### src/rtl/bp_jtag_write_arbiter_pkg.sv
// Shared types for the JTAG player FIFO write arbiter: FSM encoding, requester ids, grant masks.
package bp_jtag_write_arbiter_pkg;

    localparam int unsigned BYTE_W = 8;
    localparam int unsigned BCNT_W = 8;

    typedef enum logic [1:0] {
        ST_IDLE = 2'd0,
        ST_XFER = 2'd1,
        ST_HOLD = 2'd2
    } arb_state_e;

    localparam logic REQ_RBCP   = 1'b0;
    localparam logic REQ_STREAM = 1'b1;

    localparam logic [1:0] GNT_NONE   = 2'b00;
    localparam logic [1:0] GNT_RBCP   = 2'b01;
    localparam logic [1:0] GNT_STREAM = 2'b10;

    typedef struct packed {
        logic              valid;
        logic              last;
        logic [BYTE_W-1:0] data;
    } req_beat_t;

    function automatic logic [1:0] gnt_mask(input logic owner);
        return (owner == REQ_STREAM) ? GNT_STREAM : GNT_RBCP;
    endfunction

endpackage

### src/rtl/bp_jtag_write_arbiter_if.sv
// Requester and FIFO write-port signals of the JTAG write arbiter.
interface bp_jtag_write_arbiter_if;
    import bp_jtag_write_arbiter_pkg::*;

    logic              REQ0_VALID;
    logic [BYTE_W-1:0] REQ0_DATA;
    logic              REQ0_LAST;
    logic              REQ0_READY;
    logic              REQ1_VALID;
    logic [BYTE_W-1:0] REQ1_DATA;
    logic              REQ1_LAST;
    logic              REQ1_READY;
    logic              FIFO_FULL;
    logic              FIFO_ERR;
    logic              FIFO_WE;
    logic [BYTE_W-1:0] FIFO_DATA;

    // Arbiter side: accepts requests, drives the FIFO write port.
    modport master (
        input  REQ0_VALID, REQ0_DATA, REQ0_LAST, REQ1_VALID, REQ1_DATA, REQ1_LAST,
        input  FIFO_FULL, FIFO_ERR,
        output REQ0_READY, REQ1_READY, FIFO_WE, FIFO_DATA
    );

    // Requester / FIFO side.
    modport slave (
        output REQ0_VALID, REQ0_DATA, REQ0_LAST, REQ1_VALID, REQ1_DATA, REQ1_LAST,
        output FIFO_FULL, FIFO_ERR,
        input  REQ0_READY, REQ1_READY, FIFO_WE, FIFO_DATA
    );

endinterface

### src/rtl/bp_slow_clk_gen.sv
// Divides CLK_133m into the slow FIFO clock and marks phase 0 as the write slot.
module bp_slow_clk_gen #(
    parameter int unsigned DIV_HALF = 2
) (
    input  logic CLK_133m,
    input  logic RST,
    output logic slow_clk,
    output logic slot_c
);

    localparam int unsigned PERIOD = 2 * DIV_HALF;
    localparam int unsigned PH_W   = $clog2(PERIOD);

    logic [PH_W-1:0] ph;
    logic [PH_W-1:0] ph_nxt;

    always_comb begin
        ph_nxt = (ph == PH_W'(PERIOD - 1)) ? '0 : PH_W'(ph + PH_W'(1));
    end

    // slow_clk tracks the phase it will be in, so it is high exactly for phases >= DIV_HALF
    always_ff @(posedge CLK_133m or posedge RST) begin
        if (RST) begin
            ph       <= '0;
            slow_clk <= 1'b0;
        end else begin
            ph       <= ph_nxt;
            slow_clk <= (ph_nxt >= PH_W'(DIV_HALF));
        end
    end

    assign slot_c = (ph == '0);

endmodule

### src/rtl/bp_jtag_write_arbiter.sv
// Round-robin, burst-locked arbiter for the JTAG player FIFO write port (RBCP vs. bitstream).
// Optional statistics counters are built when BP_JTAG_ARB_STATS_EN is defined.
module bp_jtag_write_arbiter
    import bp_jtag_write_arbiter_pkg::*;
#(
    parameter int unsigned DIV_HALF  = 2,
    parameter int unsigned BURST_MAX = 16,
    parameter int unsigned CNT_W     = 24
) (
    input  logic                     CLK_133m,
    input  logic                     RST,
    output logic                     SLOW_CLK,
    bp_jtag_write_arbiter_if.master  bus,
    input  logic                     ABORT,
    input  logic                     ERR_CLR,
    output logic [1:0]               GNT,
    output logic                     BUSY,
    output logic                     ERR_FLAG,
    output logic [CNT_W-1:0]         STAT_BYTES0,
    output logic [CNT_W-1:0]         STAT_BYTES1,
    output logic [CNT_W-1:0]         STAT_STALL
);

    logic slot_c;

    bp_slow_clk_gen #(.DIV_HALF(DIV_HALF)) u_slow_clk (
        .CLK_133m (CLK_133m),
        .RST      (RST),
        .slow_clk (SLOW_CLK),
        .slot_c   (slot_c)
    );

    arb_state_e        st_q, st_nxt;
    logic              owner_q, owner_nxt;
    logic              last_owner_q, last_owner_nxt;
    logic              fin_q, fin_nxt;
    logic              abort_q, abort_nxt;
    logic              err_nxt;
    logic [BCNT_W-1:0] bcnt_q, bcnt_nxt, bcnt_base;
    logic              we_q, we_nxt;
    logic [BYTE_W-1:0] data_q, data_nxt;
    logic              rdy0_q, rdy0_nxt, rdy1_q, rdy1_nxt;
    logic [1:0]        gnt_nxt;
    logic              sel;
    logic              try_c;
    req_beat_t         beat0, beat1, beat;

    assign beat0 = '{valid: bus.REQ0_VALID, last: bus.REQ0_LAST, data: bus.REQ0_DATA};
    assign beat1 = '{valid: bus.REQ1_VALID, last: bus.REQ1_LAST, data: bus.REQ1_DATA};

    // Next-state: every grant/launch decision is taken on the slot cycle only.
    always_comb begin
        st_nxt         = st_q;
        owner_nxt      = owner_q;
        last_owner_nxt = last_owner_q;
        fin_nxt        = fin_q;
        bcnt_nxt       = bcnt_q;
        we_nxt         = we_q;
        data_nxt       = data_q;
        rdy0_nxt       = 1'b0;
        rdy1_nxt       = 1'b0;
        abort_nxt      = abort_q | ABORT;
        err_nxt        = bus.FIFO_ERR | ABORT | (ERR_FLAG & ~ERR_CLR);
        sel            = owner_q;
        bcnt_base      = bcnt_q;
        try_c          = 1'b0;
        beat           = beat0;

        if (slot_c) begin
            we_nxt = 1'b0;
            if (abort_q || ABORT) begin
                st_nxt    = ST_IDLE;
                fin_nxt   = 1'b0;
                bcnt_nxt  = '0;
                abort_nxt = 1'b0;
            end else begin
                case (st_q)
                    ST_IDLE: begin
                        if (beat0.valid || beat1.valid) begin
                            sel       = (beat0.valid && beat1.valid) ? ~last_owner_q : beat1.valid;
                            owner_nxt = sel;
                            bcnt_base = '0;
                            try_c     = 1'b1;
                        end
                    end
                    ST_XFER: begin
                        // Finished burst keeps its grant for one slow period, then releases
                        if (fin_q) begin
                            st_nxt   = ST_IDLE;
                            fin_nxt  = 1'b0;
                            bcnt_nxt = '0;
                        end else begin
                            try_c = 1'b1;
                        end
                    end
                    ST_HOLD: try_c = 1'b1;
                    default: st_nxt = ST_IDLE;
                endcase

                if (try_c) begin
                    beat     = sel ? beat1 : beat0;
                    bcnt_nxt = bcnt_base;
                    st_nxt   = ST_XFER;
                    if (bus.FIFO_FULL) begin
                        st_nxt = ST_HOLD;
                    end else if (beat.valid) begin
                        we_nxt   = 1'b1;
                        data_nxt = beat.data;
                        rdy0_nxt = (sel == REQ_RBCP);
                        rdy1_nxt = (sel == REQ_STREAM);
                        bcnt_nxt = BCNT_W'(bcnt_base + 1'b1);
                        if (beat.last || (bcnt_nxt == BCNT_W'(BURST_MAX))) begin
                            fin_nxt        = 1'b1;
                            last_owner_nxt = sel;
                        end
                    end
                end
            end
        end

        gnt_nxt = (st_nxt == ST_IDLE) ? GNT_NONE : gnt_mask(owner_nxt);
    end

    always_ff @(posedge CLK_133m or posedge RST) begin
        if (RST) begin
            st_q         <= ST_IDLE;
            owner_q      <= REQ_RBCP;
            last_owner_q <= REQ_STREAM;
            fin_q        <= 1'b0;
            abort_q      <= 1'b0;
            bcnt_q       <= '0;
            we_q         <= 1'b0;
            data_q       <= '0;
            rdy0_q       <= 1'b0;
            rdy1_q       <= 1'b0;
            GNT          <= GNT_NONE;
            BUSY         <= 1'b0;
            ERR_FLAG     <= 1'b0;
        end else begin
            st_q         <= st_nxt;
            owner_q      <= owner_nxt;
            last_owner_q <= last_owner_nxt;
            fin_q        <= fin_nxt;
            abort_q      <= abort_nxt;
            bcnt_q       <= bcnt_nxt;
            we_q         <= we_nxt;
            data_q       <= data_nxt;
            rdy0_q       <= rdy0_nxt;
            rdy1_q       <= rdy1_nxt;
            GNT          <= gnt_nxt;
            BUSY         <= (st_nxt != ST_IDLE);
            ERR_FLAG     <= err_nxt;
        end
    end

    assign bus.FIFO_WE    = we_q;
    assign bus.FIFO_DATA  = data_q;
    assign bus.REQ0_READY = rdy0_q;
    assign bus.REQ1_READY = rdy1_q;

`ifdef BP_JTAG_ARB_STATS_EN
    logic [CNT_W-1:0] stat_b0_q, stat_b1_q, stat_stall_q;

    // Saturating per-requester byte counts and HOLD-slot count
    always_ff @(posedge CLK_133m or posedge RST) begin
        if (RST) begin
            stat_b0_q    <= '0;
            stat_b1_q    <= '0;
            stat_stall_q <= '0;
        end else begin
            if (rdy0_nxt && (stat_b0_q != '1)) stat_b0_q <= CNT_W'(stat_b0_q + 1'b1);
            if (rdy1_nxt && (stat_b1_q != '1)) stat_b1_q <= CNT_W'(stat_b1_q + 1'b1);
            if (slot_c && (st_q == ST_HOLD) && (stat_stall_q != '1))
                stat_stall_q <= CNT_W'(stat_stall_q + 1'b1);
        end
    end

    assign STAT_BYTES0 = stat_b0_q;
    assign STAT_BYTES1 = stat_b1_q;
    assign STAT_STALL  = stat_stall_q;
`else
    assign STAT_BYTES0 = '0;
    assign STAT_BYTES1 = '0;
    assign STAT_STALL  = '0;
`endif

endmodule

### src/flat_wrapper.sv
// flat-port wrapper written by rule: the top's interface ports become plain ports
module bp_jtag_write_arbiter_flat import bp_jtag_write_arbiter_pkg::*;
#(
    parameter int unsigned DIV_HALF  = 2,
    parameter int unsigned BURST_MAX = 16,
    parameter int unsigned CNT_W     = 24
)
  (CLK_133m, RST, SLOW_CLK, ABORT, ERR_CLR, GNT, BUSY, ERR_FLAG, STAT_BYTES0, STAT_BYTES1, STAT_STALL, bus_REQ0_VALID, bus_REQ0_DATA, bus_REQ0_LAST, bus_REQ1_VALID, bus_REQ1_DATA, bus_REQ1_LAST, bus_FIFO_FULL, bus_FIFO_ERR, bus_REQ0_READY, bus_REQ1_READY, bus_FIFO_WE, bus_FIFO_DATA);
  bp_jtag_write_arbiter_if bus_i ();
  input  logic CLK_133m;
  input  logic RST;
  output logic SLOW_CLK;
  input  logic ABORT;
  input  logic ERR_CLR;
  output logic [1:0] GNT;
  output logic BUSY;
  output logic ERR_FLAG;
  output logic [CNT_W-1:0] STAT_BYTES0;
  output logic [CNT_W-1:0] STAT_BYTES1;
  output logic [CNT_W-1:0] STAT_STALL;
  input wire logic [$bits(bus_i.REQ0_VALID)-1:0] bus_REQ0_VALID;
  input wire logic [$bits(bus_i.REQ0_DATA)-1:0] bus_REQ0_DATA;
  input wire logic [$bits(bus_i.REQ0_LAST)-1:0] bus_REQ0_LAST;
  input wire logic [$bits(bus_i.REQ1_VALID)-1:0] bus_REQ1_VALID;
  input wire logic [$bits(bus_i.REQ1_DATA)-1:0] bus_REQ1_DATA;
  input wire logic [$bits(bus_i.REQ1_LAST)-1:0] bus_REQ1_LAST;
  input wire logic [$bits(bus_i.FIFO_FULL)-1:0] bus_FIFO_FULL;
  input wire logic [$bits(bus_i.FIFO_ERR)-1:0] bus_FIFO_ERR;
  output wire logic [$bits(bus_i.REQ0_READY)-1:0] bus_REQ0_READY;
  output wire logic [$bits(bus_i.REQ1_READY)-1:0] bus_REQ1_READY;
  output wire logic [$bits(bus_i.FIFO_WE)-1:0] bus_FIFO_WE;
  output wire logic [$bits(bus_i.FIFO_DATA)-1:0] bus_FIFO_DATA;
  assign bus_i.REQ0_VALID = bus_REQ0_VALID;
  assign bus_i.REQ0_DATA = bus_REQ0_DATA;
  assign bus_i.REQ0_LAST = bus_REQ0_LAST;
  assign bus_i.REQ1_VALID = bus_REQ1_VALID;
  assign bus_i.REQ1_DATA = bus_REQ1_DATA;
  assign bus_i.REQ1_LAST = bus_REQ1_LAST;
  assign bus_i.FIFO_FULL = bus_FIFO_FULL;
  assign bus_i.FIFO_ERR = bus_FIFO_ERR;
  assign bus_REQ0_READY = bus_i.REQ0_READY;
  assign bus_REQ1_READY = bus_i.REQ1_READY;
  assign bus_FIFO_WE = bus_i.FIFO_WE;
  assign bus_FIFO_DATA = bus_i.FIFO_DATA;
  bp_jtag_write_arbiter #(.DIV_HALF(DIV_HALF), .BURST_MAX(BURST_MAX), .CNT_W(CNT_W)) u_core (.CLK_133m(CLK_133m), .RST(RST), .SLOW_CLK(SLOW_CLK), .bus(bus_i), .ABORT(ABORT), .ERR_CLR(ERR_CLR), .GNT(GNT), .BUSY(BUSY), .ERR_FLAG(ERR_FLAG), .STAT_BYTES0(STAT_BYTES0), .STAT_BYTES1(STAT_BYTES1), .STAT_STALL(STAT_STALL));
endmodule
### config.mk
export PLATFORM = sky130hd
export DESIGN_NAME = bp_jtag_write_arbiter_flat
export DESIGN_NICKNAME = d
export VERILOG_FILES = /design/src/rtl/bp_jtag_write_arbiter_pkg.sv /design/src/rtl/bp_jtag_write_arbiter_if.sv /design/src/rtl/bp_slow_clk_gen.sv /design/src/rtl/bp_jtag_write_arbiter.sv /design/src/flat_wrapper.sv
export SDC_FILE = /design/constraint.sdc
export NUM_CORES = 1
export LEC_CHECK = 0
export CAP_MARGIN = 30
export CORE_MARGIN = 4
export CORE_UTILIZATION = 25
export DETAILED_ROUTE_END_ITERATION = 6
export PLACE_DENSITY = 0.56
export SETUP_SLACK_MARGIN = 0.4
export SLEW_MARGIN = 20
export SYNTH_ARGS = -nofsm -noshare
export SYNTH_HDL_FRONTEND = slang
export SYNTH_SLANG_ARGS = --single-unit
### constraint.sdc
create_clock -name CLK_133m -period 2.5 [get_ports CLK_133m]
set_clock_uncertainty 0.05 [all_clocks]
set_input_delay 0.375 -clock CLK_133m [delete_from_list [all_inputs] [get_ports CLK_133m]]
set_output_delay 0.375 -clock CLK_133m [all_outputs]
set_load 0.01 [all_outputs]
Word-level counts from Yosys, hierarchy flattened --
Cells that the tools add are included. W data, S select, Z words.
Storage, ports and cells: bits in registers 32, bits of input ports 26, output and inout bits 88
Operators by class: add/subtract/negate cells 2, $lt $le $gt $ge 1, eq/ne operators 4, muxes and demuxes 54, bitwise logic cells 9, reductions and logical operators 14
Operators by type and width (count):
- $mux W8 | 10
- $mux W1 | 33
- $mux W2 | 8
- $mux W10 | 1
- $add A8 B1 Y8 const B | 1
- $eq A8 B5 Y1 const B | 1
- $logic_not A2 Y1 | 3
- $reduce_and A6 Y1 | 1
- $reduce_bool A3 Y1 | 2
- $not A1 Y1 | 5
- $reduce_and A5 Y1 | 1
- $eq A2 B2 Y1 const B | 2
- $pmux W2 S2 | 1
- $logic_or A1 B1 Y1 | 3
- $or A1 B1 Y1 | 3
- $pmux W1 S3 | 1
- $reduce_and A3 Y1 | 1
- $add A2 B1 Y2 const B | 1
- $eq A2 B1 Y1 const B | 1
- $ge A2 B2 Y1 const B | 1
- $reduce_bool A2 Y1 | 1
- $reduce_or A2 Y1 | 1
- $and A1 B1 Y1 | 1
- $logic_and A1 B1 Y1 | 1

Depth between registers and ports, before layout --
Gate-level depths: netlist of the first run.
depth after elaboration 13, depth in mapped cells 10, mapped depth without buffers 9

By module --
A second synthesis of the first run with hierarchy kept.
Second synthesis, totals: cells, all modules 235, area, all modules 2189.6 um^2
By module, submodules not included:
- bp_jtag_write_arbiter | times used 1, cells each 227, area each 2099.5 um^2, seq. area each 726.9 um^2
- bp_slow_clk_gen | times used 1, cells each 8, area each 90.1 um^2, seq. area each 50.0 um^2

Worst setup path before layout of the first run --
OpenSTA, ideal clock, no wires.
kind register -> register, start point register u_core.u_slow_clk.ph[1], end point register u_core.last_owner_q, library setup time 81 ps, data arrival time 2087 ps, required time 2369 ps, path slack 281 ps, cell stages (with the launch flop) 10, buffers on the path 2, clock period less this slack 2219 ps, cell sequence dfrtp_1 > inv_1 > ha_1 > buf_4 > or3b_4 > a2111o_1 > nor3_2 > buf_2 > nand3_1 > o211ai_1
On the way: longest elaborated chain between the ends 2
RTL lines:
- from (decl) | RTL line bp_slow_clk_gen.sv:14 | logic [PH_W-1:0] ph;
- from (signal assigned) | RTL line bp_slow_clk_gen.sv:27 | ph <= ph_nxt;
- $logic_not A2 Y1 | RTL line bp_slow_clk_gen.sv:32 | assign slot_c = (ph == '0);
- $reduce_and A6 Y1 (no line)
- to (signal assigned) | RTL line bp_jtag_write_arbiter.sv:142 | last_owner_q <= last_owner_nxt;
- to (decl) | RTL line bp_jtag_write_arbiter.sv:35 | logic last_owner_q, last_owner_nxt;
Every way passes these cells. A chain may end at the register's enable or synchronous reset.

Worst setup path in the final report of the first run --
start point register u_core.u_slow_clk.ph[0], end point register u_core.data_q[7] (netlist: u_core.bus.FIFO_DATA[7])
On the way: longest elaborated chain between the ends 2
RTL lines:
- $logic_not A2 Y1 | RTL line bp_slow_clk_gen.sv:32
- $reduce_and A5 Y1 (no line)
- to (signal assigned) | RTL line bp_jtag_write_arbiter.sv:147 | data_q <= data_nxt;
- to (decl) | RTL line bp_jtag_write_arbiter.sv:41 | logic [BYTE_W-1:0] data_q, data_nxt;
Every way passes these cells.

==> results of run 1 <==
-- layout by cell type (no fill, tap or decap), types with 3 or more instances in the layout --
cell,n
inv_1,10
nor2_1,12
a22o_1,4
a21oi_2,7
and3_1,3
and2_1,4
dfrtp_1,30
nand2_1,11
clkdlybuf4s50_1,41
conb_1,72
o21ai_0,10
a21oi_1,4
buf_6,5
buf_4,17
mux2i_1,9
a31oi_1,3
o21ai_1,3
clkbuf_8,6
nor2_2,7
-- layer usage --
| metal | share of wire | GRT usage | up-vias |
|---|---|---|---|
| met2 | 0.51 | 0.145 | 75 |
| met5 | 0 | 0 | - |
| met3 | 0.086 | 0.0269 | 13 |
| met4 | 0.020 | 0.0348 | 0 |
| met1 | 0.38 | 0.102 | 778 |
| li1 | - | - | 805 |
-- sequential cells by signal (all words and copies together) (netlist names) --
signal	flops
u_core.BUSY	1
u_core.fin_q	1
u_core.st_q	2
u_core.ERR_FLAG	1
u_core.owner_q	1
u_core.GNT	2
u_core.bus.REQ1_READY	1
u_core.u_slow_clk.ph	2
u_core.bus.FIFO_WE	1
u_core.bus.REQ0_READY	1
u_core.bcnt_q	8
u_core.abort_q	1
u_core.last_owner_q	1
u_core.bus.FIFO_DATA	8
-- final timing paths --
kind	cells past startpoint	slack (ns)	to
setup / recovery	8	0.34	u_core.bus.FIFO_DATA[7]
hold / removal	3	0.42	u_core.bcnt_q[2]
setup reg to reg	8	0.34	u_core.bus.FIFO_DATA[7]
hold reg to reg	1	0.46	u_core.fin_q
max in group asynchronous	3	1.66	u_core.last_owner_q
min in group CLK_133m	1	0.46	u_core.fin_q
-- worst max-delay path, stage by stage, from the launching register on --
cell	delay, ns
dfrtp_1	0.39
inv_2	0.07
ha_4	0.13
or3b_4	0.39
a2111o_1	0.39
nor3_4	0.34
buf_6	0.19
nor2_2	0.04
a21oi_2	0.10
-- layout make-up --
cell class,instances,share of cell area
multi-input cells,191,0.412
flip-flops and latches,31,0.274
repair buffers,63,0.210
well taps,105,0.0464
clock buffers,6,0.0292
inverters,12,0.0159
clock inverters,2,0.0124
-- report_power, final --
group          internal (uW)  switching [uW]  total, uW
Combinational            109             136        246
Clock                    322             185        507
Sequential               522            16.3        538
Total                    953             338       1290
-- through the flow --
stage                     power [uW]  setup slack (ns)  std cells  instance area (um^2)  utilization
after global routing            1360             0.216        410                  2830        0.340
after detailed placement         773            0.0688        394                  2520        0.302
after floorplan                  747             0.354        312                  2450            -
final                           1290             0.335        410                  2830        0.340
after global placement           770             0.110        394                  2520        0.302
after CTS                       1290             0.340        407                  2680        0.322
-- cells by family (layout without fill, tap and decap cells) --
kind of cell               Yosys count  in the layout
muxes                                9              9
AOI/OAI and AO/OA                   49             49
DFF                                 31             31
other                                1             72
and+or+nand+nor                     57             57
adders and majority gates            3              3
buffers and inverters               90             83
xor gates and xnor gates             1              1
-- repair_timing --
action / 4_1_cts / 5_1_grt
endpoints found under the setup margin: 11 / 20
gates resized for setup: 3 / 34
cloned: 0 / 2
hold buffers: 0 / 0
pin swaps: 2 / 9
buffers inserted: 5 / 1
==> results.md, run 1 <==
- Clock latency on the worst-skew pair, taken at its later pin, is 0.28 ns.
- The half-perimeter wire length after placement is between 3000 and 4000 um.
- The total clock buffers created by CTS is 5.
- Entering global routing, the biggest net connects 32 pins.
- Each instance of the synthesized netlist takes up on average ~9.0 um^2.
- The floorplan die area is around 10000 um^2.
- Setup repair after global routing could not meet its margin everywhere.
- In this run the critical register-to-register path is launched from u_core.u_slow_clk.ph[0].
- The largest voltage drop on the vdd net is around 0.00025 V.
- Setup violations remaining at the end of the flow were counted as 0.
- The post-CTS clock slew at the launch and capture registers of the worst setup and hold paths is about 0.070 ns.
- The commonest cells after synthesis are 74 x buf_4, 30 x dfrtp_1, 19 x nor2_1, 13 x o21ai_0.
- The initial antenna violation count is 0.
- Using the TritonRoute via totals, the vias-per-cell ratio works out to a little over 4.
- The most used flip-flop cell after synthesis is dfrtp_1.
- The total length of routed wires is approximately 5000 um.
- The power per standard cell area is ~460 nW/um^2.
- Of the total synthesized cell area, the portion taken by XOR and XNOR cells is 0.00402.
- The number of maximum-capacitance violations is 0.
- The sequential element share of the synthesized area is 0.357.
- The number of flops mapped to enable cells by yosys is 0.
- STA classifies the critical path startpoint as a register.
- The number of sinks handled by clock tree synthesis is 31.
- In the final layout, the multi-input gates occupy ~1200 um^2.
- The analysis attributes to cell leakage a power of ~0.0014 uW.
- For this run, the top clock speed supported by timing is ~460 MHz.
- Headroom to the max-slew limit came out at 0.606.
- The number of ports placed on the die boundary is around 110.
- The total congestion overflow after global routing is 0.
- Synthesis produced about 240 cells.
- Hold is met by ~0.42 ns.
- By area the synthesized netlist is led by dfrtp_1 34%, buf_4 26%, mux2i_1 4.1%.
- The number of rows created at floorplan is 33.
- The combinational family with the most area after synthesis is buffers and inverters.
- The compound-cell area share of the yosys netlist is 0.155.
- The final-report max-slew violation count was 0.
- The fraction of synthesized cell area taken by the top area cell type is 0.345.
- The repair_antennas step left the layout with diodes totalling 0.
- Measured against the total synthesized area, the mux share comes to 0.0414.
- The via count of the first global-routing pass is approximately 1.5k.
- After detailed routing, the average wire length per cell comes to 12.1 um.
- The count of input and output buffers is 41.
- The routed via count is ~1.7k.
- The die height is between 100 and 150 um.
- The period utilization is 0.866.
- Counting distinct cell types in the post-synthesis netlist gives 48.
- The effective utilization at floorplan is 0.261.
- STA classifies the critical path endpoint as a register.
- At the end of the flow, the number of nets in the layout was between 300 and 400.
- The synthesis-stage register bit count is 31.
- The synthesized-area fraction occupied by and/or/nand/nor cells is 0.140.
- For this run, design rule violations remaining after detail routing come to 0.
- The cell type contributing the most total cell area after synthesis is dfrtp_1.
- The number of fillers in the final layout is 884.
- CTS built an H-tree with a depth of 2.
- The fraction of registers with async set or reset after synthesis is 1.00.
- The residual antenna-violating net count after detailed routing is 0.
- STA puts the critical path data required time at ~2.7 ns.
- The worst setup path category is register to register.
- The clock tree from TritonCTS is done.
- In the global route stage, overall resource usage came out at 0.0860.
- The first global-routing pass estimated about 7000 um of wire.
- The slew at the pin closest to its max-slew limit is 0.591 ns.
- The post-synthesis to final-layout area growth is 30.1%.
- The launch point of the critical path is u_core.u_slow_clk.ph[0].
- Summed over all failing endpoints, the final setup total negative slack is 0 ns.
- The flow ran to the end, and the final reports show no timing, DRC or antenna violations.
- The fraction of layout cells with a size suffix above 1 is 0.203.
- CTS placed an instance of clkbuf_8 at the clock tree root.
- The count of final hold-check violations is 0.
- The type of the worst min-delay path is primary input to asynchronous set/reset pin.
- The cell area after technology mapping is 2180 um^2.
- The core outline area is about 8300 um^2.
- The highest fanout seen on the critical path is 5.
- Of the total synthesized cell area, the portion taken by full adders, half adders and majority gates is 0.0172.
- After layout, the minimum clock period comes to 2.16 ns.
- The final estimated routing congestion in global placement is approximately 0.8.
- The detailed-router iteration count before antenna repair is 4.
- The count of synthesis-stage warnings from yosys is 0.
- The clock passes through at most 2 buffers.
- STA puts the critical path data arrival time at about 2.3 ns.
- The area taken by flip-flops and latches is 777 um^2.
- From left edge to right edge, the die measures just over 100 um.
- The number of DRC markers in iteration 0 is 38.
- By instance count, the leading cell after synthesis is buf_4.
No activity file was read; power rests on OpenSTA's default activity.
==> run 2, diff against run 1 <==
Clock period 2.5 ns to 2.4 ns, I/O delays scaled along.
==> run 2 against run 1 <==
Fmax decreased by 0.12%. Sequential power rose by 3.9%. Global-route usage is 0.43 points higher. Design area rose by 2.1%. Flip-flop and latch count is the same. Final cell count rose by 1.7%. Routed wire length up 3.2%. Via count grew 3.2%. Highest routed layer unchanged. Setup slack worse by 0.10 ns. Combinational power up 4%. Non-clock buffer count rose by 7. Hold slack lost 0.020 ns.
==> results.md, run 2 (synthesis gave the netlist of run 1 again) <==
- The minimum setup slack among reg-to-reg paths is 0.23 ns (-0.10 ns).
- The antenna diode instance count is 0 (unchanged).
- The die height is 101 um (unchanged).
- The routed via count is 1724 (+3.2%).
- The clock period minus final worst setup slack is 2.17 ns (+0.00262 ns).
- The largest voltage drop on the vdd net is 0.000211 V (-16%).
- The number of DRC markers in iteration 0 was 101 (+170%).
- The number of cells traversed by the worst register-to-register path came to 9 (+1).
- The clock latency on the worst-skew pair came to 0.28 ns (about the same).
- The maximum buffer depth of the clock tree is 2 (unchanged).
- The worst path arrival time was 2.32 ns (about the same).
- The type of the worst min-delay path is primary input to asynchronous set/reset pin.
- The post-CTS clock slew at the launch and capture registers of the worst setup and hold paths is 0.07 ns (about the same).
- The total congestion overflow after global routing is 0 (unchanged).
- The via count of the first global-routing pass was 1576 (+4.5%).
- The critical path data required time is 2.55 ns (-0.11 ns).
- In this run the critical register-to-register path is captured at u_core.last_owner_q.
- The clock root buffer is clkbuf_8.
- The initial antenna violation count came to 0 (unchanged).
- The post-synthesis to final-layout area growth is 32.9%.
- The launching element type of the critical path is a register.
- In the layout the commonest cells are 72 x conb_1, 41 x clkdlybuf4s50_1, 28 x dfrtp_1, 22 x buf_4.
- The worst setup path is captured at a register.
- Setup repair after global routing could not meet its margin everywhere.
- The cell repeated most along the worst path is buf_6.
- The via density per instance is 4.13 (+1.4%).
- The final-report max-slew violation count came to 0 (unchanged).
- The number of maximum-capacitance violations came to 0 (unchanged).
- The highest achievable clock rate was 461 MHz (-0.12%).
- The detailed-route DRC error count was 0 (unchanged).
- The critical path endpoint is u_core.last_owner_q.
- The core outline area is 8340 um^2 (unchanged).
- The number of sinks handled by clock tree synthesis is 31 (unchanged).
- The flow ran to the end, and the final reports show no timing, DRC or antenna violations.
- The slowest stage of the critical path is the or3b_4 cell.
- The residual antenna-violating net count after detailed routing is 0 (unchanged).
- The placed cell count was 396 (+0.51%).
- The half-perimeter wire length after placement was 3820 um (+1.5%).
- The detailed-router iteration count before antenna repair was 4 (unchanged).
- The cell family contributing the most delay on the critical path is simple AND/OR/NAND/NOR gates.
- The slew at the pin closest to its max-slew limit is 0.523 ns (-0.0673 ns).
- The total clock buffers created by CTS is 5 (unchanged).
- The total length of routed wires is 5110 um (+3.2%).
- The floorplan die area is 10300 um^2 (unchanged).
- The number of buffers and inverters on the critical path came to 3 (+1).
- The number of nets at the end of the flow is 340 (+2.1%).
- The critical path depth in cells is 9 (+1).
- The die width is 101 um (unchanged).
- The library cell used most frequently in the layout, excluding fill and tap cells, is conb_1.
- The global-route usage over all layers is 0.0903 (+0.00430).
- The worst setup path category is register to register.
- The critical path starts at u_core.u_slow_clk.ph[1].
- The final estimated routing congestion in global placement is 0.805 (+0.12%).
- The final number of setup-violating endpoints is 0 (unchanged).
- The number of rows created at floorplan is 33 (unchanged).
- The count of final hold-check violations came to 0 (unchanged).
- Walking the worst path, the cells encountered are inv_1 > ha_2 > or3b_4 > buf_6 > a2111o_1 > buf_6 > nor4_4 > nor3_1 > o211ai_1.
- The static leakage power is 0.00140 uW (+3.6%).
- The minimum setup slack in the final design is 0.233 ns (-0.103 ns).
- The effective utilization at floorplan is 0.261 (unchanged).
- The startpoint of the worst register-to-register path is u_core.u_slow_clk.ph[1].
- The final non-filler cell total is 417 (+1.7%).
- TritonCTS built the clock tree.
- The count of input and output buffers came to 41 (unchanged).
- The largest incremental delay on the critical path is 0.39 ns (about the same).
- The highest fanout seen on the critical path is 3 (-2).
- The wire length of the first global-routing pass is 7380 um (+6.4%).
- The fraction of layout cells with a size suffix above 1 is 0.224 (+0.0211).
- The CTS H-tree depth is 2 (unchanged).
- The routed wirelength normalized by instance count was 12.3 um (+1.5%).
- The worst relative slew slack is 0.648 (+0.0420).
- The period utilization was 0.903 (+0.0372).
- The setup slack at placement is -0.0441 ns (-0.113 ns).
- The power per standard cell area is 467 nW/um^2 (+2.4%).
- The number of ports placed on the die boundary came to 114 (unchanged).
- The largest net degree at the start of global routing was 32 (unchanged).
-- run 2: what timing repair did --
item | CTS | global route
gates cloned | 1 | 0
gates resized for setup | 18 | 21
endpoints found under the setup margin | 19 | 24
buffers inserted | 7 | 5
endpoints found under the hold margin | 0 | 0
pin swaps | 7 | 3
hold buffers | 0 | 0
-- run 2: cell type report --
cell class	count	area, um^2
Multi-Input combinational cell	191	1160
Sequential cell	31	779
Clock inverter	2	35.0
Timing Repair Buffer	70	663
Fill cell	863	5450
Tap cell	105	131
Clock buffer	6	82.6
Inverter	12	45.0
-- run 2: how the worst min path moves through the flow --
stage | from | end | slack, ns | cells past startpoint
floorplan | u_core.u_slow_clk.ph[0] | u_core.u_slow_clk.ph[0] | 0.37 | 1
global placement | u_core.u_slow_clk.ph[0] | u_core.u_slow_clk.ph[0] | 0.38 | 1
detailed placement | u_core.u_slow_clk.ph[0] | u_core.u_slow_clk.ph[0] | 0.40 | 1
CTS | RST | u_core.bcnt_q[7] | 0.41 | 3
global route | RST | u_core.bus.FIFO_DATA[6] | 0.45 | 3
finish | RST | u_core.bcnt_q[7] | 0.40 | 3
-- run 2: power by group --
| group | internal [uW] | leakage, uW | switching (uW) | total, uW |
|---|---|---|---|---|
| registers | 543 | 0.000411 | 15.5 | 559 |
| clock network | 336 | 0.0000612 | 200 | 536 |
| logic | 114 | 0.000929 | 141 | 255 |
-- run 2: per-stage QoR --
step	cell area [um^2]	hold slack, ns	power [uW]	util	TNS (ns)
4_1_cts	2790	0.411	1350	0.334	0
6_report	2890	0.401	1350	0.347	0
2_1_floorplan	2450	0.370	778	-	0
3_3_place_gp	2550	0.383	805	0.305	-0.0231
3_5_place_dp	2550	0.396	807	0.305	-0.186
5_1_grt	2890	0.446	1410	0.347	0
-- run 2: routing by layer --
metal / vias to the layer above / track usage / routed length, um
met5: - / 0 / 0
met4: 0 / 0.0286 / 61
met3: 7 / 0.0289 / 422
met2: 70 / 0.154 / 2640
met1: 829 / 0.108 / 1990
li1: 818 / - / -
-- run 2: worst reg2reg max path, delay by kind of cell (launching register included) --
family	cells	cell delay [ns]
compound gates	2	0.51
buf+inv	3	0.35
simple gates	3	0.64
flops	1	0.38
fa+ha+maj	1	0.17
